==> config.mk <==
export PLATFORM = sky130hd
export DESIGN_NAME = game_round_ctrl
export DESIGN_NICKNAME = d
export VERILOG_FILES = /design/src/rtl/game_pkg.sv /design/src/rtl/mouse_click_edge.sv /design/src/rtl/game_round_ctrl.sv
export SDC_FILE = /design/constraint.sdc
export NUM_CORES = 1
export LEC_CHECK = 0
export BUFFER_PORTS_ARGS = -buffer_cell sky130_fd_sc_hd__clkbuf_2
export CAP_MARGIN = 20
export CORE_ASPECT_RATIO = 1.5
export CORE_MARGIN = 2
export CORE_UTILIZATION = 55
export CTS_BUF_LIST = sky130_fd_sc_hd__clkbuf_8
export DETAILED_ROUTE_END_ITERATION = 8
export PLACE_DENSITY = 0.74
export SYNTH_ARGS = -nofsm -noshare
export SYNTH_HDL_FRONTEND = slang
export SYNTH_SLANG_ARGS = --single-unit
==> constraint.sdc <==
create_clock -name clk -period 2.2 [get_ports clk]
set_input_delay 0.11 -clock clk [delete_from_list [all_inputs] [get_ports clk]]
set_output_delay 0.11 -clock clk [all_outputs]
set_load 0.02 [all_outputs]
==> src/rtl/game_pkg.sv <==
// Shared types and constants for the duck-hunt round controller.
package game_pkg;

  typedef enum logic [2:0] {
    IDLE,
    SPAWN,
    FLYING,
    FLEEING,
    DUCK_DONE,
    ROUND_END,
    FINISHED
  } game_state_e;

  localparam int unsigned SCORE_W        = 16;
  localparam logic [SCORE_W-1:0] SCORE_MAX = 16'hFFFF;
  localparam int unsigned PERFECT_BONUS  = 500;
  localparam int unsigned DEF_HIT_POINTS = 100;

  // Saturating score addition; the game-over screen must never wrap.
  function automatic logic [SCORE_W-1:0] score_add(input logic [SCORE_W-1:0] a,
                                                   input logic [SCORE_W-1:0] b);
    logic [SCORE_W:0] sum;
    sum = {1'b0, a} + {1'b0, b};
    return sum[SCORE_W] ? SCORE_MAX : sum[SCORE_W-1:0];
  endfunction

endpackage

==> src/rtl/mouse_click_edge.sv <==
// Registered rising-edge detector on a mouse button level; a held button yields one pulse.
module mouse_click_edge (
  input  logic clk,
  input  logic rst,
  input  logic btn_i,
  output logic click_o
);

  logic btn_q;
  logic click_q;

  always_ff @(posedge clk) begin
    if (rst) begin
      btn_q   <= 1'b0;
      click_q <= 1'b0;
    end else begin
      btn_q   <= btn_i;
      click_q <= btn_i & ~btn_q;
    end
  end

  assign click_o = click_q;

endmodule

==> src/rtl/game_round_ctrl.sv <==
// Duck-hunt session controller: rounds, ducks, shots and score.
// Optional perfect-round bonus enabled by defining GAME_ROUND_PERFECT_BONUS_EN.
module game_round_ctrl
  import game_pkg::*;
#(
  parameter int unsigned NUM_ROUNDS      = 3,
  parameter int unsigned DUCKS_PER_ROUND = 4,
  parameter int unsigned SHOTS_PER_DUCK  = 3,
  parameter int unsigned MIN_HITS        = 2,
  parameter int unsigned HIT_POINTS      = DEF_HIT_POINTS,
  parameter int unsigned FLY_TIMEOUT     = 650_000_000
) (
  input  logic         clk,
  input  logic         rst,
  input  logic         game_enable,
  input  logic         left_mouse,
  input  logic         duck_hit,
  input  logic         duck_escaped,
  output logic         duck_spawn,
  output logic         duck_flee,
  output logic         game_finished,
  output logic [15:0]  score,
  output logic [3:0]   round_num,
  output logic [1:0]   shots_left
);

  localparam int unsigned TIMER_W = (FLY_TIMEOUT > 2) ? $clog2(FLY_TIMEOUT) : 1;
  localparam logic [TIMER_W-1:0] LAST_TICK  = TIMER_W'(FLY_TIMEOUT - 1);
  localparam logic [3:0]         LAST_DUCK  = 4'(DUCKS_PER_ROUND - 1);
  localparam logic [3:0]         LAST_ROUND = 4'(NUM_ROUNDS - 1);
  localparam logic [3:0]         MIN_HITS_C = 4'(MIN_HITS);
  localparam logic [1:0]         SHOTS_C    = 2'(SHOTS_PER_DUCK);
  localparam logic [SCORE_W-1:0] HIT_PTS    = SCORE_W'(HIT_POINTS);
`ifdef GAME_ROUND_PERFECT_BONUS_EN
  localparam logic [3:0]         ALL_DUCKS  = 4'(DUCKS_PER_ROUND);
  localparam logic [SCORE_W-1:0] BONUS_PTS  = SCORE_W'(PERFECT_BONUS);
`endif

  game_state_e        state_q, state_d;
  logic [SCORE_W-1:0] score_q, score_d;
  logic [3:0]         round_q, round_d;
  logic [3:0]         duck_q, duck_d;
  logic [3:0]         hits_q, hits_d;
  logic [1:0]         shots_q, shots_d;
  logic [TIMER_W-1:0] timer_q, timer_d;
  logic               spawn_q, spawn_d;
  logic               flee_q, flee_d;
  logic               fin_q, fin_d;
  logic               shot;

  mouse_click_edge u_click (
    .clk     (clk),
    .rst     (rst),
    .btn_i   (left_mouse),
    .click_o (shot)
  );

  always_ff @(posedge clk) begin
    if (rst) begin
      state_q <= IDLE;
      score_q <= '0;
      round_q <= '0;
      duck_q  <= '0;
      hits_q  <= '0;
      shots_q <= '0;
      timer_q <= '0;
      spawn_q <= 1'b0;
      flee_q  <= 1'b0;
      fin_q   <= 1'b0;
    end else begin
      state_q <= state_d;
      score_q <= score_d;
      round_q <= round_d;
      duck_q  <= duck_d;
      hits_q  <= hits_d;
      shots_q <= shots_d;
      timer_q <= timer_d;
      spawn_q <= spawn_d;
      flee_q  <= flee_d;
      fin_q   <= fin_d;
    end
  end

  always_comb begin
    state_d = state_q;
    score_d = score_q;
    round_d = round_q;
    duck_d  = duck_q;
    hits_d  = hits_q;
    shots_d = shots_q;
    timer_d = timer_q;
    spawn_d = 1'b0;
    flee_d  = 1'b0;

    // Losing enable mid-game abandons the session silently.
    if (!game_enable && state_q != IDLE && state_q != FINISHED) begin
      state_d = IDLE;
    end else begin
      unique case (state_q)
        IDLE: begin
          if (game_enable) begin
            score_d = '0;
            round_d = '0;
            duck_d  = '0;
            hits_d  = '0;
            state_d = SPAWN;
          end
        end
        SPAWN: begin
          spawn_d = 1'b1;
          shots_d = SHOTS_C;
          timer_d = '0;
          state_d = FLYING;
        end
        FLYING: begin
          timer_d = timer_q + TIMER_W'(1);
          if (shot && shots_q != 2'd0) shots_d = shots_q - 2'd1;
          // A hit outranks an escape or a last-shot flee in the same cycle.
          if (duck_hit) begin
            score_d = score_add(score_q, HIT_PTS);
            hits_d  = hits_q + 4'd1;
            state_d = DUCK_DONE;
          end else if (duck_escaped) begin
            state_d = DUCK_DONE;
          end else if ((shot && shots_q == 2'd1) || timer_q == LAST_TICK) begin
            flee_d  = 1'b1;
            state_d = FLEEING;
          end
        end
        FLEEING: begin
          if (duck_escaped) state_d = DUCK_DONE;
        end
        DUCK_DONE: begin
          if (duck_q == LAST_DUCK) begin
            duck_d  = '0;
            state_d = ROUND_END;
          end else begin
            duck_d  = duck_q + 4'd1;
            state_d = SPAWN;
          end
        end
        ROUND_END: begin
`ifdef GAME_ROUND_PERFECT_BONUS_EN
          if (hits_q == ALL_DUCKS) score_d = score_add(score_q, BONUS_PTS);
`endif
          if (hits_q < MIN_HITS_C || round_q == LAST_ROUND) begin
            state_d = FINISHED;
          end else begin
            round_d = round_q + 4'd1;
            hits_d  = '0;
            state_d = SPAWN;
          end
        end
        FINISHED: begin
          if (!game_enable) state_d = IDLE;
        end
        default: state_d = IDLE;
      endcase
    end

    fin_d = (state_d == FINISHED);
  end

  assign duck_spawn    = spawn_q;
  assign duck_flee     = flee_q;
  assign game_finished = fin_q;
  assign score         = score_q;
  assign round_num     = round_q;
  assign shots_left    = shots_q;

endmodule

Word-level counts from Yosys, hierarchy flattened. Cells that the tools add are included.

Bits in read-only memories: 0. Bits in latches: 0. Memories kept: 0. Flip-flop bits (word level): 68. Input port bits: 6. Memory bits (writable): 0. Word-level logic and storage cells: 89.

Reductions and logical operators: 23. Bitwise operators: 4. Equality and inequality tests: 16. Add/sub/neg operators: 6. Multipliers: 0. Div/mod/pow operators: 0. Mux-type cells: 27. $lt $le $gt $ge: 1. Shifts and indexed selects: 0.

Operators with widths (number): $pmux 30 s2 (1); $mux 16 (3); $pmux 16 s2 (1); $add 30x1->30 const B (1); $eq 30x30->1 const B (1); $mux 3 (9); $pmux 3 s7 (1); $mux 4 (5); $add 16x7->17 const B (1); $pmux 4 s2 (2); $add 4x1->4 const B (3); $eq 3x3->1 const B (4); $pmux 4 s3 (1); $reduce_bool 2->1 (5); $eq 4x2->1 const B (2); $ne 2x2->1 const B (4); $reduce_and 4->1 (2); $eq 3x2->1 const B (2); $reduce_and 3->1 (2); $reduce_bool 3->1 (2); $reduce_and 5->1 (1); $reduce_or 5->1 (1); $logic_and 1x1->1 (4); $lt 4x2->1 const B (1); other kinds (14) (18).

Longest topological paths before layout.
Depth in word-level cells: 9. Depth in mapped cells: 6. Gate-level depth less buffers: 6.

By module. A second synthesis with hierarchy kept.

Cell total of the unflattened synthesis: 417. Area, all modules: 3419.5 sq um.

Modules (own cells, without submodules): game_round_ctrl (area an instance 3360.7 sq um, instances 1, cells an instance 413); mouse_click_edge (area an instance 58.8 sq um, instances 1, cells an instance 4).

Least setup slack after synthesis. No wires, ideal clock.

Kind: reg-to-reg. From: register score_q[7] (netlist: score[7]). To: register score_q[9] (netlist: score[9]). Arrival: 1.835 ns. Library setup time: 0.074 ns. Clock period less this slack: 1.909 ns. Buffers on the path: 0. Cell stages (with the launch flop): 5. Path slack: 0.291 ns. Cells stage by stage: dfxtp_1 nand4_1 nor4_1 o21ai_0 a31oi_1.

Cells in the longest elaborated chain, start to end: 4.

RTL lines: start, declared (RTL line game_round_ctrl.sv:40) `logic [SCORE_W-1:0] score_q, score_d;`; start signal, assigned (RTL line game_round_ctrl.sv:72) `score_q <= score_d;`; $add 16x7->17 (RTL line game_pkg.sv:23) `sum = {1'b0, a} + {1'b0, b};`; $mux 16 (RTL line game_pkg.sv:24) `return sum[SCORE_W] ? SCORE_MAX : sum[SCORE_W-1:0];`; $mux 16 (RTL line game_round_ctrl.sv:119) `if (duck_hit) begin`; $pmux 16 s2 (RTL line game_round_ctrl.sv:99) `unique case (state_q)`.

No other way between the ends. The select of a mux whose other input is x is not followed. A chain may end at the register's enable or synchronous reset.

Final worst setup path.
From: register timer_q[9]. To: register timer_q[19].

Cells in the longest elaborated chain, start to end: 2.

RTL lines: start, declared (RTL line game_round_ctrl.sv:45) `logic [TIMER_W-1:0] timer_q, timer_d;`; start signal, assigned (RTL line game_round_ctrl.sv:77) `timer_q <= timer_d;`; $add 30x1->30 (RTL line game_round_ctrl.sv:116) `timer_d = timer_q + TIMER_W'(1);`; $pmux 30 s2 (RTL line game_round_ctrl.sv:99).

No other way between the ends.

==> results_dict.tcl <==
set metrics [dict create \
    fill_cells 520 \
    cts_hold_buffers 0 \
    swShare_pct 24.4 \
    most-common-layout-cells "dfxtp_1, a21oi_1, nand2_1, clkbuf_2, nor2_1" \
    path_class "flop to flop" \
    drive_gt1_share_pct 16.3 \
    sequentialPowerShare_pct 46.8 \
    synth_simple_gate_area_share_pct 31.5 \
    status "finished, final reports clean" \
    maxSlewHeadroom_pct 61.1 \
    max_stage_delay_ps 680 \
    netlist_instances 424 \
    rsz0062_at_grt "false" \
    synth_xor_area_share_pct 3.94 \
    cts_root_buffer "clkbuf_8" \
    core_area_mm2 0.00617 \
    yosys_warnings 0 \
    htreeDepth 3 \
    ys_seq_elements 67 \
    finClkSkew_ps 7.71 \
    grtUsageTotal_pct 25.4 \
    grt_max_degree 25 \
    grt_overflow 0 \
    synth-main-ff-cell "dfxtp_1" \
    area_growth_pct 14.4 \
    layout.cells.non_filler 541 \
    max_freq_mhz 476 \
    post-route-period-util_pct 95.5 \
    worst_pin_slew_ps 580 \
    initial_core_util_pct 57.1 \
    final_common_cell "dfxtp_1" \
    p_per_area_mw_per_mm2 662 \
    setup_viol 0 \
    die_w_um 69.4 \
    comb_power_share_pct 9.6 \
    crit_arrival_ps 2370 \
    vias 3313 \
    min_period_ps 2100 \
    synth_top_family_by_area "simple AND/OR/NAND/NOR gates" \
    cts.clk_slew.worst_paths_ps 70 \
    synth-compound-area-share_pct 18.0 \
    holdWs_ps 12.7 \
    cts.sinks 67 \
    regArea_mm2 0.00134 \
    synth_edf_count 0 \
    vdd_ir_drop_max_v 0.000687 \
    multi_input_area_mm2 0.00207 \
    wire_per_inst_um 15.7 \
    die_area_mm2 0.00708 \
    cp_slowest_cell "or4b_2" \
    yosysTopAreaCell "dfxtp_1" \
    end_kind "flop" \
    synth_area_mm2 0.00352 \
    wirelength_um 8490 \
    synth_top_area_share_pct 38.1 \
    synth.distinct_cells 57 \
    power.clock.fraction_pct 43.6 \
    synth.area.mux_share_pct 2.56 \
    required_ps 2470 \
    synth_area_per_cell_um2 8.31 \
    hpwl_um 6170 \
    gp_congestion 0.897 \
    synth.net_count 438 \
    port_buffers 30 \
    clockBufferDepth 2 \
    synthAdderAreaFrac_pct 2.84 \
    crit_path_cell_trace "nand4_1 > or3_1 > or4b_2 > a21oi_1" \
    firstDrtPassIters 4 \
    worstSkewPairLatency_ps 340 \
    p_leak_uw 0.00149 \
    num_antenna_cells 0 \
    post-cts-setup-buffer-count 0 \
    drc_errors 0 \
    synth.area.top_cells "dfxtp_1, a21oi_1, nand2_1" \
    rows 35 \
    hp-class "input port to flop" \
    cts_tree "done" \
    p_int_uw 2020 \
    antenna_found_initial 0 \
    path_max_fanout 14 \
    ys_seq_area_share_pct 38.1 \
    async_reset_ff_share_pct 0 \
    grt_pass1_vias 3258 \
    final_antenna_net_count 0 \
    grt_pass1_wl_um 14600 \
    drt_iter0_markers 168 \
    viasPerCell 6.12 \
    cts.repair.resized 0 \
    final_max_slew_viol_count 0 \
    hold_viol_final 0 \
    power.switching_uw 650 \
    die_h_um 102 \
    io_pins 31 \
    setup_tns_ps 0 \
    place_inst 525 \
    cts_buffers 9 \
    critPathLaunchType "flop" \
    layout.nets 476 \
    drv_cap 0 \
]
==> sequential cells by signal, summed over array words and instances (netlist names) <==
| signal | flops |
|---|---|
| u_click.btn_q | 1 |
| duck_q | 4 |
| timer_q | 30 |
| shots_left | 2 |
| round_num | 4 |
| state_q | 3 |
| duck_flee | 1 |
| score | 15 |
| hits_q | 4 |
| duck_spawn | 1 |
| game_finished | 1 |
| u_click.click_o | 1 |
==> per-layer routing <==
layer	vias to the layer above	GRT usage (%)	wire [um]
li1	1663	-	-
met1	1570	27.4	3440
met2	60	47.2	4580
met3	20	4.93	220
met4	0	12.5	245
met5	-	0	0
==> cell type report <==
class | instances | share of cell area, %
clock buffers | 11 | 3.76
clock inverters | 5 | 1.89
inverters | 11 | 1.02
multi-input cells | 329 | 51.4
flip-flops and latches | 67 | 33.3
well taps | 74 | 2.30
repair buffers | 44 | 6.33
==> power groups by stage <==
stage          Combinational [uW]  Sequential, uW  Clock [uW]
5_1_grt                       285            1250        1230
4_1_cts                       255            1250        1190
2_1_floorplan                 179            1280           0
6_report                      256            1250        1160
3_3_place_gp                  251            1280           0
3_5_place_dp                  253            1280           0
==> logic make-up after synthesis <==
kind of cell / count (synthesis)
simple gates: 195
flops: 67
compound gates: 102
fa+ha+maj: 8
buf+inv: 28
xor+xnor: 15
mux: 9
==> worst max-delay path: cells and delay by family, from the launching register on <==
kind               cells  cell delay (ps)
AOI/OAI and AO/OA      1              170
DFF                    1              420
and+or+nand+nor        3             1430
==> cell usage after synthesis (all sizes together) (3+ instances only) <==
master,count
dfxtp,67
nand3,18
xnor2,9
xor2,6
o21ai,23
nor3,8
a211oi,3
a31oi,4
buf,4
nand4,19
nand2b,5
a21o,4
a21oi,39
and3,5
ha,8
mux2i,9
o221a,3
nor4,10
clkbuf,13
nor2,27
nor3b,3
o31ai,7
and4,3
or2,4
o211ai,4
nand2,38
nor4bb,3
or3b,4
or3,19
nor2b,8
or4,10
inv,11
==> metrics by stage <==
step | area [um2] | util, % | setup slack [ps] | power, uW
after detailed placement | 3800 | 61.6 | 205 | 1530
after global routing | 4030 | 65.3 | 10.9 | 2770
after CTS | 4030 | 65.3 | 125 | 2700
after global placement | 3800 | 61.6 | 269 | 1530
final | 4030 | 65.3 | 98.1 | 2670
after floorplan | 3520 | - | 291 | 1460
==> final timing paths <==
| kind | depth (start not counted) | end | start | slack (ps) |
|---|---|---|---|---|
| setup reg to reg | 4 | timer_q[19] | timer_q[9] | 100 |
| hold reg to reg | 1 | u_click.click_o | u_click.btn_q | 390 |
| setup / recovery | 4 | timer_q[19] | timer_q[9] | 100 |
| hold / removal | 2 | u_click.btn_q | left_mouse | 10 |
No activity file was read; power rests on OpenSTA's default activity.
